### config.mk
export PLATFORM = sky130hd
export DESIGN_NAME = mac_exec_ctrl_flat
export DESIGN_NICKNAME = d
export VERILOG_FILES = /design/src/rtl/mac_exec_ctrl_if.sv /design/src/rtl/mac_exec_ctrl.sv /design/src/flat_wrapper.sv
export SDC_FILE = /design/constraint.sdc
export NUM_CORES = 1
export LEC_CHECK = 0
export ABC_AREA = 1
export CORE_MARGIN = 8
export CORE_UTILIZATION = 41
export CTS_CLUSTER_SIZE = 14
export DETAILED_ROUTE_END_ITERATION = 6
export PLACE_DENSITY_LB_ADDON = 0.08
export SYNTH_ARGS = -nofsm -noshare
export SYNTH_HDL_FRONTEND = slang
export SYNTH_SLANG_ARGS = --single-unit
### constraint.sdc
create_clock -name clk -period 2 [get_ports clk]
set_input_delay 0.3 -clock clk [delete_from_list [all_inputs] [get_ports clk]]
set_output_delay 0.3 -clock clk [all_outputs]
set_load 0.05 [all_outputs]
### src/rtl/mac_exec_ctrl_if.sv
// rtl/mac_exec_ctrl_if.sv - FIFO bank and MAC8 side signals of the execute sequencer
interface mac_exec_ctrl_if #(
    parameter int DATA_WIDTH = 8
);
    localparam int RW = 3 * DATA_WIDTH;

    logic                 start;
    logic [7:0]           a_empty;
    logic                 b_empty;
    logic [7:0]           a_rden;
    logic                 b_rden;
    logic                 mac_en;
    logic                 mac_clr;
    logic [7:0][RW-1:0]   c_in;
    logic [7:0][RW-1:0]   result;
    logic                 busy;
    logic                 done;
    logic [2:0]           dbg_state;

    modport master (
        input  start, a_empty, b_empty, c_in,
        output a_rden, b_rden, mac_en, mac_clr, result, busy, done, dbg_state
    );

    modport slave (
        output start, a_empty, b_empty, c_in,
        input  a_rden, b_rden, mac_en, mac_clr, result, busy, done, dbg_state
    );
endinterface

### src/rtl/mac_exec_ctrl.sv
// rtl/mac_exec_ctrl.sv - execute-phase sequencer draining the A/B FIFOs into MAC8
module mac_exec_ctrl #(
    parameter int DATA_WIDTH   = 8,
    parameter int VEC_LEN      = 8,
    parameter int DRAIN_CYCLES = 8
) (
    input  logic            clk,
    input  logic            rst_n,
    mac_exec_ctrl_if.master bus
);
    localparam int RW  = 3 * DATA_WIDTH;
    localparam int CW  = $clog2(VEC_LEN + 1);
    localparam int DCW = $clog2(DRAIN_CYCLES + 1);

    localparam logic [CW-1:0]  RD_QUOTA   = CW'(VEC_LEN);
    localparam logic [CW-1:0]  LAST_MAC   = CW'(VEC_LEN - 1);
    localparam logic [DCW-1:0] LAST_DRAIN = DCW'(DRAIN_CYCLES - 1);

    typedef enum logic [2:0] {
        S_IDLE    = 3'd0,
        S_CLEAR   = 3'd1,
        S_RUN     = 3'd2,
        S_DRAIN   = 3'd3,
        S_CAPTURE = 3'd4
    } state_t;

    state_t             state_q;
    logic [CW-1:0]      rd_cnt_q;
    logic [CW-1:0]      mac_cnt_q;
    logic [DCW-1:0]     drain_cnt_q;
    logic               vld_q;
    logic               clr_q;
    logic               busy_q;
    logic               done_q;
    logic [7:0][RW-1:0] result_q;
    logic               rd_go;

    // A read is issued only in RUN, below the per-run quota, and only when every FIFO holds data
    assign rd_go = (state_q == S_RUN) && (rd_cnt_q < RD_QUOTA) && ~|bus.a_empty && ~bus.b_empty;

    // Sequencer: clear MAC8, feed VEC_LEN beats in lock-step, wait out the skew, capture
    always_ff @(posedge clk or negedge rst_n) begin
        if (!rst_n) begin
            state_q     <= S_IDLE;
            rd_cnt_q    <= '0;
            mac_cnt_q   <= '0;
            drain_cnt_q <= '0;
            vld_q       <= 1'b0;
            clr_q       <= 1'b0;
            busy_q      <= 1'b0;
            done_q      <= 1'b0;
            result_q    <= '0;
        end else begin
            done_q <= 1'b0;
            case (state_q)
                S_IDLE: begin
                    if (bus.start) begin
                        state_q <= S_CLEAR;
                        clr_q   <= 1'b1;
                        busy_q  <= 1'b1;
                    end
                end
                S_CLEAR: begin
                    clr_q     <= 1'b0;
                    rd_cnt_q  <= '0;
                    mac_cnt_q <= '0;
                    vld_q     <= 1'b0;
                    state_q   <= S_RUN;
                end
                S_RUN: begin
                    // FIFO output is registered, so a beat read now is valid for MAC8 next cycle
                    vld_q <= rd_go;
                    if (rd_go) begin
                        rd_cnt_q <= rd_cnt_q + 1'b1;
                    end
                    if (vld_q) begin
                        mac_cnt_q <= mac_cnt_q + 1'b1;
                        if (mac_cnt_q == LAST_MAC) begin
                            state_q     <= S_DRAIN;
                            drain_cnt_q <= '0;
                            vld_q       <= 1'b0;
                        end
                    end
                end
                S_DRAIN: begin
                    if (drain_cnt_q == LAST_DRAIN) begin
                        state_q <= S_CAPTURE;
                    end else begin
                        drain_cnt_q <= drain_cnt_q + 1'b1;
                    end
                end
                S_CAPTURE: begin
                    result_q <= bus.c_in;
                    done_q   <= 1'b1;
                    busy_q   <= 1'b0;
                    state_q  <= S_IDLE;
                end
                default: begin
                    state_q <= S_IDLE;
                    clr_q   <= 1'b0;
                    vld_q   <= 1'b0;
                    busy_q  <= 1'b0;
                end
            endcase
        end
    end

    assign bus.a_rden    = {8{rd_go}};
    assign bus.b_rden    = rd_go;
    assign bus.mac_en    = vld_q;
    assign bus.mac_clr   = clr_q;
    assign bus.result    = result_q;
    assign bus.busy      = busy_q;
    assign bus.done      = done_q;
    assign bus.dbg_state = state_q;
endmodule

### src/flat_wrapper.sv
// flat-port wrapper written by rule: the top's interface ports become plain ports
module mac_exec_ctrl_flat 
#(
    parameter int DATA_WIDTH   = 8,
    parameter int VEC_LEN      = 8,
    parameter int DRAIN_CYCLES = 8
)
  (clk, rst_n, bus_start, bus_a_empty, bus_b_empty, bus_c_in, bus_a_rden, bus_b_rden, bus_mac_en, bus_mac_clr, bus_result, bus_busy, bus_done, bus_dbg_state);
  mac_exec_ctrl_if #(.DATA_WIDTH(DATA_WIDTH)) bus_i ();
  input  logic clk;
  input  logic rst_n;
  input wire logic [$bits(bus_i.start)-1:0] bus_start;
  input wire logic [$bits(bus_i.a_empty)-1:0] bus_a_empty;
  input wire logic [$bits(bus_i.b_empty)-1:0] bus_b_empty;
  input wire logic [$bits(bus_i.c_in)-1:0] bus_c_in;
  output wire logic [$bits(bus_i.a_rden)-1:0] bus_a_rden;
  output wire logic [$bits(bus_i.b_rden)-1:0] bus_b_rden;
  output wire logic [$bits(bus_i.mac_en)-1:0] bus_mac_en;
  output wire logic [$bits(bus_i.mac_clr)-1:0] bus_mac_clr;
  output wire logic [$bits(bus_i.result)-1:0] bus_result;
  output wire logic [$bits(bus_i.busy)-1:0] bus_busy;
  output wire logic [$bits(bus_i.done)-1:0] bus_done;
  output wire logic [$bits(bus_i.dbg_state)-1:0] bus_dbg_state;
  assign bus_i.start = bus_start;
  assign bus_i.a_empty = bus_a_empty;
  assign bus_i.b_empty = bus_b_empty;
  assign bus_i.c_in = bus_c_in;
  assign bus_a_rden = bus_i.a_rden;
  assign bus_b_rden = bus_i.b_rden;
  assign bus_mac_en = bus_i.mac_en;
  assign bus_mac_clr = bus_i.mac_clr;
  assign bus_result = bus_i.result;
  assign bus_busy = bus_i.busy;
  assign bus_done = bus_i.done;
  assign bus_dbg_state = bus_i.dbg_state;
  mac_exec_ctrl #(.DATA_WIDTH(DATA_WIDTH), .VEC_LEN(VEC_LEN), .DRAIN_CYCLES(DRAIN_CYCLES)) u_core (.clk(clk), .rst_n(rst_n), .bus(bus_i));
endmodule
Word level (Yosys, flattened, before mapping)
Cells that the tools add are included.
Storage, ports and cells
  flip-flop bits (word level): 211
  output and inout bits: 208
  input bits: 204
  word-level logic and storage cells: 72
Cells by class
  muxes and demuxes: 20
  bitwise operators: 3
  reductions and logical operators: 17
  equality and inequality tests: 12
  magnitude comparators: 1
  add/subtract/negate cells: 3
Operators with widths (number)
  4-bit case mux with 2 select lines: 3
  4-bit 2-to-1 mux: 5
  4-bit by 1-bit adder with 4-bit output, second input constant: 3
  3-bit 2-to-1 mux: 4
  3-bit case mux with 4 select lines: 1
  3-bit OR reduction: 3
  4-bit by 3-bit equality test with 1-bit output, second input constant: 2
  2-bit inequality test, second input constant: 4
  2-bit AND reduction: 4
  4-bit AND reduction: 2
  8-bit OR reduction: 1
  3-bit by 2-bit equality test with 1-bit output, second input constant: 2
  1-bit case mux with 2 select lines: 3
  4-bit < comparator, second input constant: 1
  1-bit 2-to-1 mux: 4
  2-bit by 1-bit inequality test with 1-bit output, second input constant: 2
  2-bit nonzero test: 2
  3-bit by 1-bit equality test with 1-bit output, second input constant: 1
  3-bit equality test, second input constant: 1
  1-bit logical AND: 3
  3-bit logical NOT: 1
  1-bit inverter: 3
  1-bit logical NOT: 1

Logic depth before layout (Yosys ltp)
  depth in word-level cells: 7
  depth in mapped cells: 8
  depth with buffers taken out: 8

Worst setup path after synthesis
No wires, ideal clock.
  kind: flip-flop to output port
  start point: register u_core.state_q[1], in the netlist u_core.bus.dbg_state[1]
  end point: output port bus_a_rden[0]
  buffers on the path: 2
  path slack: -0.347 ns
  data required time: 1.700 ns
  cell stages (with the launch flop): 7
  arrival: 2.047 ns
  cells stage by stage: dfrtp_1 -> buf_2 -> nand2_2 -> nor2_1 -> nand2_1 -> inv_1 -> buf_4
Between the ends
  cells in the longest elaborated chain, start to end: 4
Ends and longest elaborated chain
  from (decl): RTL line mac_exec_ctrl.sv:27  | state_t state_q;
  from (signal assigned): RTL line mac_exec_ctrl.sv:44  | state_q <= S_IDLE;
  from (signal assigned): RTL line mac_exec_ctrl.sv:58  | state_q <= S_CLEAR;
  from (signal assigned): RTL line mac_exec_ctrl.sv:68  | state_q <= S_RUN;
  3-bit by 2-bit equality test with 1-bit output: RTL line mac_exec_ctrl.sv:39  | assign rd_go = (state_q == S_RUN) && (rd_cnt_q < RD_QUOTA) && ~|bus.a_empty && ~bus.b_empty;
  1-bit logical AND (3 in a row): RTL line mac_exec_ctrl.sv:39
  to (decl): RTL line flat_wrapper.sv:16  | output wire logic [$bits(bus_i.a_rden)-1:0] bus_a_rden;
Every way passes these cells.

Final worst setup path
  start point: register u_core.state_q[0], in the netlist u_core.bus.dbg_state[0]
  end point: output port bus_a_rden[4]
Same word-level chain as after synthesis.

==> impl_metrics.toml <==
[run_status]
status = "finished with violations"
failed_checks = "setup timing"

[finish]
drive_gt1_frac = 0.0772
syn2layout_area_growth_pct = 66.0
fin_nets = 1593
seqCellArea_sq_mm = 0.00529
multi_input_comb_area_sq_mm = 0.00273
fillers = 1634

[run]
max_cap_violations = 0

[logic_synthesis]
ys.flop_type = "dfrtp_1"
yosysSeqAreaShare = 0.629
syn_area_sq_mm = 0.00840
synth.distinct_cells = 21
synth_compound_area_frac = 0.00417
synth_warnings = 0
syn_area_per_cell_sq_um = 8.71
yosys-top-cells-area = "dfrtp_1 63%, nand2_1 28%, buf_6 2.5%"
netlist.area_leader.share = 0.629
ys_async_sr_fraction = 1.00
syn_inst = 964
syn_nets = 1171
synth_top_family_by_area = "simple AND/OR/NAND/NOR gates"
yosys.area.top_type = "dfrtp_1"
synth-simple-area-share = 0.307
synth_fa_ha_area_frac = 0.00447
synthMuxAreaShare = 0.00119
yosysMostFrequentCell = "nand2_1"
synth_xor_area_frac = 0.00104
synth-edff-count = 0
ys_seq_elements = 211
synth_common_cells = "630 x nand2_1, 211 x dfrtp_1, 21 x buf_2, 21 x nor2_1, 19 x buf_6"

[clocking]
cts_root_buf = "clkbuf_16"
cts-buffers-inserted = 23
clockBufferDepth = 3
clock_latency_ns = 0.50
clock_sinks = 211
cts_tree = "done"
path_clk_slew_ns = 0.06
h-tree-depth = 1

[power_and_ir_drop]
vdd_drop_max_v = 0.000478
p_per_area_mw_per_mm2 = 653
p_leak_uw = 0.00610
finalPower_uw = 9100

[die]
pin_count = 412
num_rows = 52
start_util = 0.417
die-area_sq_mm = 0.0253
die_y_microns = 159
die_w_microns = 159
fp.coreArea_sq_mm = 0.0202

[setup_path]
arrival_ns = 1.82
critPathLaunchType = "flip-flop"
end_kind = "output pin"
required_ns = 1.70
r2r_cells = 13
worstSetupPathType = "reg -> out"
cp_max_fo = 5

[drt]
first_iter_violations = 375
drtPass1Iterations = 4
post_drt_wl_per_cell_microns = 17.6
ant_nets = 0
vias = 7666
viasPerCell = 4.59
wl_mm = 29.5
drc_errors = 0

[sta]
period_needed_ns = 2.12
finalClockSkew_ns = 0.00992
finalHoldViolations = 0
period_share = 1.06
final.setup.worst_slack_ns = -0.116
setup_viol = 9
fmax_ghz = 0.473
finalMaxSlewViolations = 0
rsz0062_at_grt = "true"
tightest_slew_ns = 0.582
relSlewSlack = 0.613

[hold_path]
hold_depth = 3
hold_path_class = "in -> reg"

[global_route]
grt_first_pass_wirelength_mm = 46.7
grt_max_degree = 99
grt_antenna_before_repair = 2
grt_util_all_layers = 0.231
grt_pass1_vias = 8125
grt.overflow.total = 0

[placed_design]
hpwl_mm = 21.6
dp_slack_ns = 0.0843
io_buffers = 411
gp_congestion = 0.780
[critical path: stages, from the launching register on]
cell        delay, ns
dfrtp_4          0.49
nor2_4           0.17
nand2_8          0.07
nor2_4           0.12
nand2_2          0.08
clkinvlp_4       0.11
buf_8            0.15
buf_12           0.14
[layout by cell type (no fill, tap or decap), types with 5 or more instances in the layout]
| cell type | netlist | routed |
|---|---|---|
| buf_4 | 8 | 38 |
| nand3_1 | 13 | 13 |
| clkbuf_16 | 0 | 23 |
| clkbuf_8 | 0 | 9 |
| o21ai_0 | 5 | 5 |
| dfrtp_1 | 211 | 208 |
| nor2_1 | 21 | 18 |
| dlygate4sd2_1 | 0 | 54 |
| inv_1 | 14 | 13 |
| nand2_1 | 630 | 629 |
| clkdlybuf4s50_1 | 0 | 238 |
| buf_12 | 0 | 19 |
| dlymetal6s2s_1 | 0 | 95 |
[power by group]
| group | leakage (uW) | total, uW | switching (uW) | internal (uW) |
|---|---|---|---|---|
| Sequential | 0.00193 | 4280 | 6.31 | 4270 |
| Clock | 0.000378 | 4280 | 1640 | 2650 |
| Combinational | 0.00379 | 538 | 159 | 379 |
| Total | 0.00610 | 9100 | 1800 | 7300 |
[stage by stage]
step	utilization	hold WS, ns	setup TNS (ns)	area [sq um]	std cells
final	0.691	0.334	-0.926	13900	1670
after detailed placement	0.637	0.329	0	12900	1614
after CTS	0.681	0.317	-1.30	13700	1669
after global routing	0.691	0.320	-1.69	13900	1670
after floorplan	-	0.00441	0	8500	964
after global placement	0.637	0.327	0	12900	1614
[routing by layer]
metal	share of wire	vias to the layer above	routed length, microns	global-route usage
met4	0.048	2	1420	0.102
li1	-	3742	-	-
met3	0.099	72	2920	0.0931
met5	0.00027	-	8	0
met1	0.37	3538	10900	0.250
met2	0.48	312	14200	0.393
[final timing paths]
check	from	end	slack, ns
worst max register to register	u_core.rd_cnt_q[3]$_DFFE_PN0P_	u_core.rd_cnt_q[1]$_DFFE_PN0P_	0.07
worst max-delay path	u_core.bus.dbg_state[0]$_DFFE_PN0P_	bus_a_rden[4]	-0.12
min in group asynchronous	rst_n	u_core.bus.result[166]$_DFFE_PN0P_	0.37
worst min-delay path	bus_c_in[112]	u_core.bus.result[112]$_DFFE_PN0P_	0.33
max in group asynchronous	rst_n	u_core.bus.result[71]$_DFFE_PN0P_	0.97
worst min register to register	u_core.bus.result[101]$_DFFE_PN0P_	u_core.bus.result[101]$_DFFE_PN0P_	0.47
[cell type report]
class | instances | area share
multi-input cells | 687 | 0.196
clock buffers | 35 | 0.0502
repair buffers | 448 | 0.341
flip-flops and latches | 211 | 0.379
clock inverters | 3 | 0.00467
diodes | 1 | 0.000179
well taps | 270 | 0.0242
inverters | 15 | 0.00467
[kinds of logic (layout without fill, tap and decap cells)]
group | count (synthesis) | count (layout)
adder cells (fa/ha/maj) | 3 | 3
flip-flops | 211 | 211
AO/OA/AOI/OAI | 7 | 7
XOR/XNOR | 1 | 1
multiplexers | 1 | 1
AND/OR/NAND/NOR | 675 | 675
buffers and inverters | 66 | 501
other | 0 | 1
[flip-flops by register name, summed over array words and instances (netlist names)]
signal	count
u_core.mac_cnt_q	4
u_core.bus.dbg_state	3
u_core.bus.mac_clr	1
u_core.rd_cnt_q	4
u_core.bus.result	192
u_core.drain_cnt_q	4
u_core.bus.done	1
u_core.bus.mac_en	1
u_core.bus.busy	1
[what timing repair did]
action,CTS,global route
gates cloned,1,0
buffers inserted,15,2
endpoints found under the hold margin,51,0
pin swaps,4,5
hold buffers,1,0
gates resized for setup,59,98
endpoints found under the setup margin,63,105
No activity file was read; power rests on OpenSTA's default activity.
